`config.mk`:
```
export PLATFORM = sky130hd
export DESIGN_NAME = router_fsm_nch
export DESIGN_NICKNAME = d
export VERILOG_FILES = /design/src/rtl/router_fsm_nch.sv
export SDC_FILE = /design/constraint.sdc
export NUM_CORES = 1
export LEC_CHECK = 0
export CORE_ASPECT_RATIO = 1.25
export CORE_UTILIZATION = 36
export DETAILED_ROUTE_END_ITERATION = 8
export PLACE_DENSITY = 0.72
export SLEW_MARGIN = 20
export SYNTH_ARGS = -nofsm -noshare
export SYNTH_HDL_FRONTEND = slang
export SYNTH_SLANG_ARGS = --single-unit
```
`constraint.sdc`:
```
create_clock -name i_clock -period 1.65 [get_ports i_clock]
set_input_delay 0.2475 -clock i_clock [delete_from_list [all_inputs] [get_ports i_clock]]
set_output_delay 0.2475 -clock i_clock [all_outputs]
set_load 0.02 [all_outputs]
```
`src/rtl/router_fsm_nch.sv`:
```
// router_fsm_nch - control FSM for a 1xNUM_CH packet router.
//   Sequences header decode, payload load, FIFO-full stall, parity load and
//   parity check; latches the destination channel, honours soft reset only for
//   that channel, and discards packets with an invalid address.
//   Optional feature macro: ROUTER_FSM_TIMEOUT_EN (drop after WAIT_TIMEOUT
//   cycles in WAIT_TILL_EMPTY and pulse o_timeout_err); default build waits forever.
// Ports:
//   i_clock, i_reset (sync, active-high)
//   i_pkt_valid, i_data_in[ADDR_W], i_parity_done, i_low_pkt_valid, i_fifo_full
//   i_fifo_empty[NUM_CH], i_soft_reset[NUM_CH]
//   o_busy, o_detect_add, o_ld_state, o_laf_state, o_full_state, o_lfd_state,
//   o_write_enb_reg, o_rst_int_reg, o_drop_state  : Moore state strobes
//   o_timeout_err : registered one-cycle pulse on wait timeout
//   o_cur_ch[ADDR_W] : latched destination channel
module router_fsm_nch #(
  parameter int NUM_CH       = 3,
  parameter int ADDR_W       = $clog2(NUM_CH),
  parameter int WAIT_TIMEOUT = 255
) (
  input  logic              i_clock,
  input  logic              i_reset,
  input  logic              i_pkt_valid,
  input  logic [ADDR_W-1:0] i_data_in,
  input  logic              i_parity_done,
  input  logic              i_low_pkt_valid,
  input  logic              i_fifo_full,
  input  logic [NUM_CH-1:0] i_fifo_empty,
  input  logic [NUM_CH-1:0] i_soft_reset,
  output logic              o_busy,
  output logic              o_detect_add,
  output logic              o_ld_state,
  output logic              o_laf_state,
  output logic              o_full_state,
  output logic              o_lfd_state,
  output logic              o_write_enb_reg,
  output logic              o_rst_int_reg,
  output logic              o_drop_state,
  output logic              o_timeout_err,
  output logic [ADDR_W-1:0] o_cur_ch
);

  typedef enum logic [3:0] {
    S_DECODE_ADDRESS     = 4'd0,
    S_LOAD_FIRST_DATA    = 4'd1,
    S_LOAD_DATA          = 4'd2,
    S_FIFO_FULL_STATE    = 4'd3,
    S_LOAD_AFTER_FULL    = 4'd4,
    S_LOAD_PARITY        = 4'd5,
    S_CHECK_PARITY_ERROR = 4'd6,
    S_WAIT_TILL_EMPTY    = 4'd7,
    S_DROP_PACKET        = 4'd8
  } state_t;

  state_t            r_state;
  state_t            w_next;
  logic [ADDR_W-1:0] r_cur_ch;
  logic              w_hdr_bad;
  logic              w_hdr_empty;
  logic              w_cur_empty;
  logic              w_cur_sreset;
  logic              w_hdr_accept;

  // Channel selects are built with a bounded loop so an out-of-range address
  // (NUM_CH not a power of two) reads as "not empty / no soft reset" instead
  // of indexing past the vector.
  always_comb begin
    w_hdr_empty  = 1'b0;
    w_cur_empty  = 1'b0;
    w_cur_sreset = 1'b0;
    for (int i = 0; i < NUM_CH; i++) begin
      if (i_data_in == ADDR_W'(i)) w_hdr_empty  = i_fifo_empty[i];
      if (r_cur_ch  == ADDR_W'(i)) w_cur_empty  = i_fifo_empty[i];
      if (r_cur_ch  == ADDR_W'(i)) w_cur_sreset = i_soft_reset[i];
    end
  end

  assign w_hdr_bad    = ({1'b0, i_data_in} >= (ADDR_W+1)'(NUM_CH));
  assign w_hdr_accept = (r_state == S_DECODE_ADDRESS) && i_pkt_valid;

`ifdef ROUTER_FSM_TIMEOUT_EN
  logic [15:0] r_wait_cnt;
  logic        r_timeout_err;
  logic        w_timeout;
  logic        w_timeout_fire;

  assign w_timeout      = (r_wait_cnt == 16'(WAIT_TIMEOUT));
  // Soft reset and a freshly emptied FIFO both outrank the timeout.
  assign w_timeout_fire = (r_state == S_WAIT_TILL_EMPTY) && !w_cur_sreset &&
                          !w_cur_empty && w_timeout;

  always_ff @(posedge i_clock) begin
    if (i_reset) begin
      r_wait_cnt    <= '0;
      r_timeout_err <= 1'b0;
    end else begin
      r_timeout_err <= w_timeout_fire;
      if (r_state != S_WAIT_TILL_EMPTY)
        r_wait_cnt <= '0;
      else if (!w_timeout)
        r_wait_cnt <= r_wait_cnt + 16'd1;
    end
  end

  assign o_timeout_err = r_timeout_err;
`else
  assign o_timeout_err = 1'b0;
`endif

  always_ff @(posedge i_clock) begin
    if (i_reset) begin
      r_state  <= S_DECODE_ADDRESS;
      r_cur_ch <= '0;
    end else begin
      r_state <= w_next;
      if (w_hdr_accept) r_cur_ch <= i_data_in;
    end
  end

  always_comb begin
    w_next = r_state;
    if (r_state != S_DECODE_ADDRESS && w_cur_sreset) begin
      w_next = S_DECODE_ADDRESS;
    end else begin
      case (r_state)
        S_DECODE_ADDRESS: begin
          if (i_pkt_valid) begin
            if (w_hdr_bad)        w_next = S_DROP_PACKET;
            else if (w_hdr_empty) w_next = S_LOAD_FIRST_DATA;
            else                  w_next = S_WAIT_TILL_EMPTY;
          end
        end
        S_LOAD_FIRST_DATA: w_next = S_LOAD_DATA;
        S_LOAD_DATA: begin
          if (i_fifo_full)       w_next = S_FIFO_FULL_STATE;
          else if (!i_pkt_valid) w_next = S_LOAD_PARITY;
        end
        S_LOAD_PARITY: w_next = S_CHECK_PARITY_ERROR;
        S_CHECK_PARITY_ERROR: begin
          if (i_fifo_full) w_next = S_FIFO_FULL_STATE;
          else             w_next = S_DECODE_ADDRESS;
        end
        S_FIFO_FULL_STATE: begin
          if (!i_fifo_full) w_next = S_LOAD_AFTER_FULL;
        end
        S_LOAD_AFTER_FULL: begin
          if (i_parity_done)        w_next = S_DECODE_ADDRESS;
          else if (i_low_pkt_valid) w_next = S_LOAD_PARITY;
          else                      w_next = S_LOAD_DATA;
        end
        S_WAIT_TILL_EMPTY: begin
          // Uses the latched channel; the source may already be driving
          // something else on i_data_in.
          if (w_cur_empty) w_next = S_LOAD_FIRST_DATA;
`ifdef ROUTER_FSM_TIMEOUT_EN
          else if (w_timeout) w_next = S_DROP_PACKET;
`endif
        end
        S_DROP_PACKET: begin
          if (!i_pkt_valid) w_next = S_DECODE_ADDRESS;
        end
        default: w_next = S_DECODE_ADDRESS;
      endcase
    end
  end

  always_comb begin
    o_busy          = 1'b0;
    o_detect_add    = 1'b0;
    o_ld_state      = 1'b0;
    o_laf_state     = 1'b0;
    o_full_state    = 1'b0;
    o_lfd_state     = 1'b0;
    o_write_enb_reg = 1'b0;
    o_rst_int_reg   = 1'b0;
    o_drop_state    = 1'b0;
    case (r_state)
      S_DECODE_ADDRESS:     o_detect_add = 1'b1;
      S_LOAD_FIRST_DATA:    begin o_lfd_state = 1'b1; o_busy = 1'b1; end
      S_LOAD_DATA:          begin o_ld_state = 1'b1; o_write_enb_reg = 1'b1; end
      S_LOAD_PARITY:        begin o_busy = 1'b1; o_ld_state = 1'b1; o_write_enb_reg = 1'b1; end
      S_CHECK_PARITY_ERROR: begin o_rst_int_reg = 1'b1; o_busy = 1'b1; end
      S_FIFO_FULL_STATE:    begin o_full_state = 1'b1; o_busy = 1'b1; end
      S_LOAD_AFTER_FULL:    begin o_laf_state = 1'b1; o_busy = 1'b1; o_write_enb_reg = 1'b1; end
      S_WAIT_TILL_EMPTY:    o_busy = 1'b1;
      S_DROP_PACKET:        o_drop_state = 1'b1;
      default:              o_detect_add = 1'b1;
    endcase
  end

  assign o_cur_ch = r_cur_ch;

endmodule
```
==> reports/results.ini <==
[clock_network]
cts_tree = built
hold_buffers = 0
clkLatencyLatePin_ns = 0.24
cts_made_buffers = 3
cts.sinks = 6
cts.clk_slew.worst_paths_ns = 0.05
cts_root_buffer = clkbuf_4
clock_path_buffers = 2
h-tree-depth = 1

[synthesis]
synth_top_area_frac = 0.202
ys_async_sr_fraction = 0
synth_most_common_cell = nor2_1
ys_seq_elements = 6
yosysSeqAreaShare = 0.202
yosysWarnings = 0
ys_types = 37
avgSynthCellArea_um2 = 7.25
yosysTopAreaCell = dfxtp_1
synth_cells = 82
synthTopCellsByArea = dfxtp_1, mux2i_1, nor2_1, nand3b_1, nand2_1
synth-main-ff-cell = dfxtp_1
synthesis.nets = 96
netlist_area_um2 = 594
synth-edff-count = 0
synthTopCellsByCount = nor2_1, dfxtp_1, mux2i_1, nand2_1

[route]
routed_via_density = 5.34
finalWirelength_um = 1800
num_vias = 742
wire_per_inst_um = 12.9
first_pass_iters = 4
ant_nets = 0
first_iter_violations = 7
drc = 0

[finish]
drive_above_1_share = 0.322
stdcell_count = 139
antenna_cells = 0
syn2layout_area_growth_pct = 69.1
stdcell_area_um2 = 1000
layout.nets = 137

[global_routing]
grt_usage = 0.204
grt_pass1_wl_um = 2670
first_global_vias = 661
antenna_found_initial = 0
grt_max_degree = 13
overflow = 0

[worst_setup_path]
startpoint_type = flip-flop
crit_fanout = 4
worst_setup_path_end_kind = flip-flop
arrival_ns = 1.92
cp.required_ns = 1.81
path_class = flip-flop to flip-flop

[floorplan]
ios = 26
dieArea_um2 = 1820
die_y_um = 47.4
initial_core_util = 0.381
num_rows = 16
core_area_um2 = 1560
die_w_um = 38.3

[placed_design]
routabilityCongestion = 0.802
dpl_cell_area_um2 = 928
hpwl_um = 1340
dp_cells = 132
portBuffers = 24
preCtsSetupSlack_ns = -0.169

[timing]
finalWorstSetupSlack_ns = -0.113
rsz0062_at_grt = true
finalCritPeriodShare = 1.07
tns_ns = -0.227
finClkSkew_ns = 0.00509
hold_viol = 0
period_minus_slack_ns = 1.76
finalSetupViolCount = 4
drv_slew = 0
timing.fmax_mhz = 567

[job]
drv_cap = 0

[outcome]
status = complete, but fails checks
violations = negative setup slack

[power_and_ir_drop]
power.leakage_uw = 0.000455
p_per_area_nw_per_um2 = 1320
max-vdd-ir-drop_mv = 0.800

[min_path]
holdCritPathClass = flip-flop to flip-flop

-- through the flow --
step           power, uW  utilization  hold slack, ns
2_1_floorplan        782            -           0.317
3_3_place_gp        1120        0.595           0.520
3_5_place_dp        1140        0.595           0.514
4_1_cts             1280        0.630           0.522
5_1_grt             1420        0.643           0.549
6_report            1330        0.643           0.516
-- worst max-delay path, stage by stage (launching register included) --
cell and delay (ns):
dfxtp_2 0.33, or4b_4 0.54, buf_6 0.13, buf_6 0.10, or3_4 0.32, o211ai_2 0.06, mux2i_1 0.08, nor2_1 0.11
-- per-layer routing --
layer | vias to the layer above | share of wire | track usage
li1 | 373 | - | -
met1 | 342 | 0.40 | 0.226
met2 | 27 | 0.53 | 0.407
met3 | 0 | 0.063 | 0.0605
met4 | 0 | 0 | 0
met5 | - | 0 | 0
-- cells by family (layout without fill, tap and decap cells) --
| logic type | after synthesis | count (layout) | synth area share |
|---|---|---|---|
| AOI/OAI and AO/OA | 20 | 20 | 0.227 |
| buffers and inverters | 11 | 50 | 0.0947 |
| and+or+nand+nor | 38 | 38 | 0.368 |
| muxes | 6 | 6 | 0.101 |
| other | 1 | 1 | 0.00631 |
| DFF | 6 | 6 | 0.202 |
-- sequential cells by signal (all words and copies together), names as in the netlist --
name / count
o_cur_ch: 2
r_state: 4
-- area by class of cell --
cell class                 count  area, um^2
clock buffer                   3        22.5
fill                         155         557
inverter                       4        15.0
multi-input combinational     65         452
sequential                     6         126
tap                           18        22.5
timing repair buffer          43         367
-- cells in the final DEF, fill, tap and decap left out, drive strengths merged, types with 2 or more instances in the layout --
| cell type | synthesis | final |
|---|---|---|
| dlygate4sd2 | 0 | 2 |
| clkdlybuf4s50 | 0 | 15 |
| mux2i | 6 | 6 |
| nand3b | 4 | 4 |
| nand3 | 2 | 2 |
| o211ai | 3 | 3 |
| buf | 4 | 25 |
| nand2b | 2 | 2 |
| dfxtp | 6 | 6 |
| clkbuf | 3 | 3 |
| a21oi | 4 | 4 |
| nand2 | 6 | 6 |
| and3 | 2 | 2 |
| nor3b | 2 | 2 |
| nor2b | 3 | 3 |
| nor2 | 9 | 9 |
| o21ai | 4 | 4 |
| inv | 4 | 4 |
| a21o | 2 | 2 |
-- worst paths after layout --
kind / from / endpoint / slack [ns] / cells past startpoint
setup / recovery: r_state[3] / r_state[1] / -0.11 / 7
setup reg to reg: r_state[3] / r_state[1] / -0.11 / 7
hold reg to reg: o_cur_ch[0] / o_cur_ch[0] / 0.52 / 2
hold / removal: o_cur_ch[0] / o_cur_ch[0] / 0.52 / 2
-- timing repair --
item | 4_1_cts | 5_1_grt
setup endpoints to repair | 12 | 10
buffers inserted | 4 | 0
pin swaps | 3 | 5
gates resized for setup | 34 | 13
-- power breakdown --
group | switching (uW) | internal, uW | total [uW]
Sequential | 47.0 | 191 | 238
Clock | 48.2 | 82.0 | 130
Combinational | 485 | 473 | 958
No activity file was read; power rests on OpenSTA's default activity.
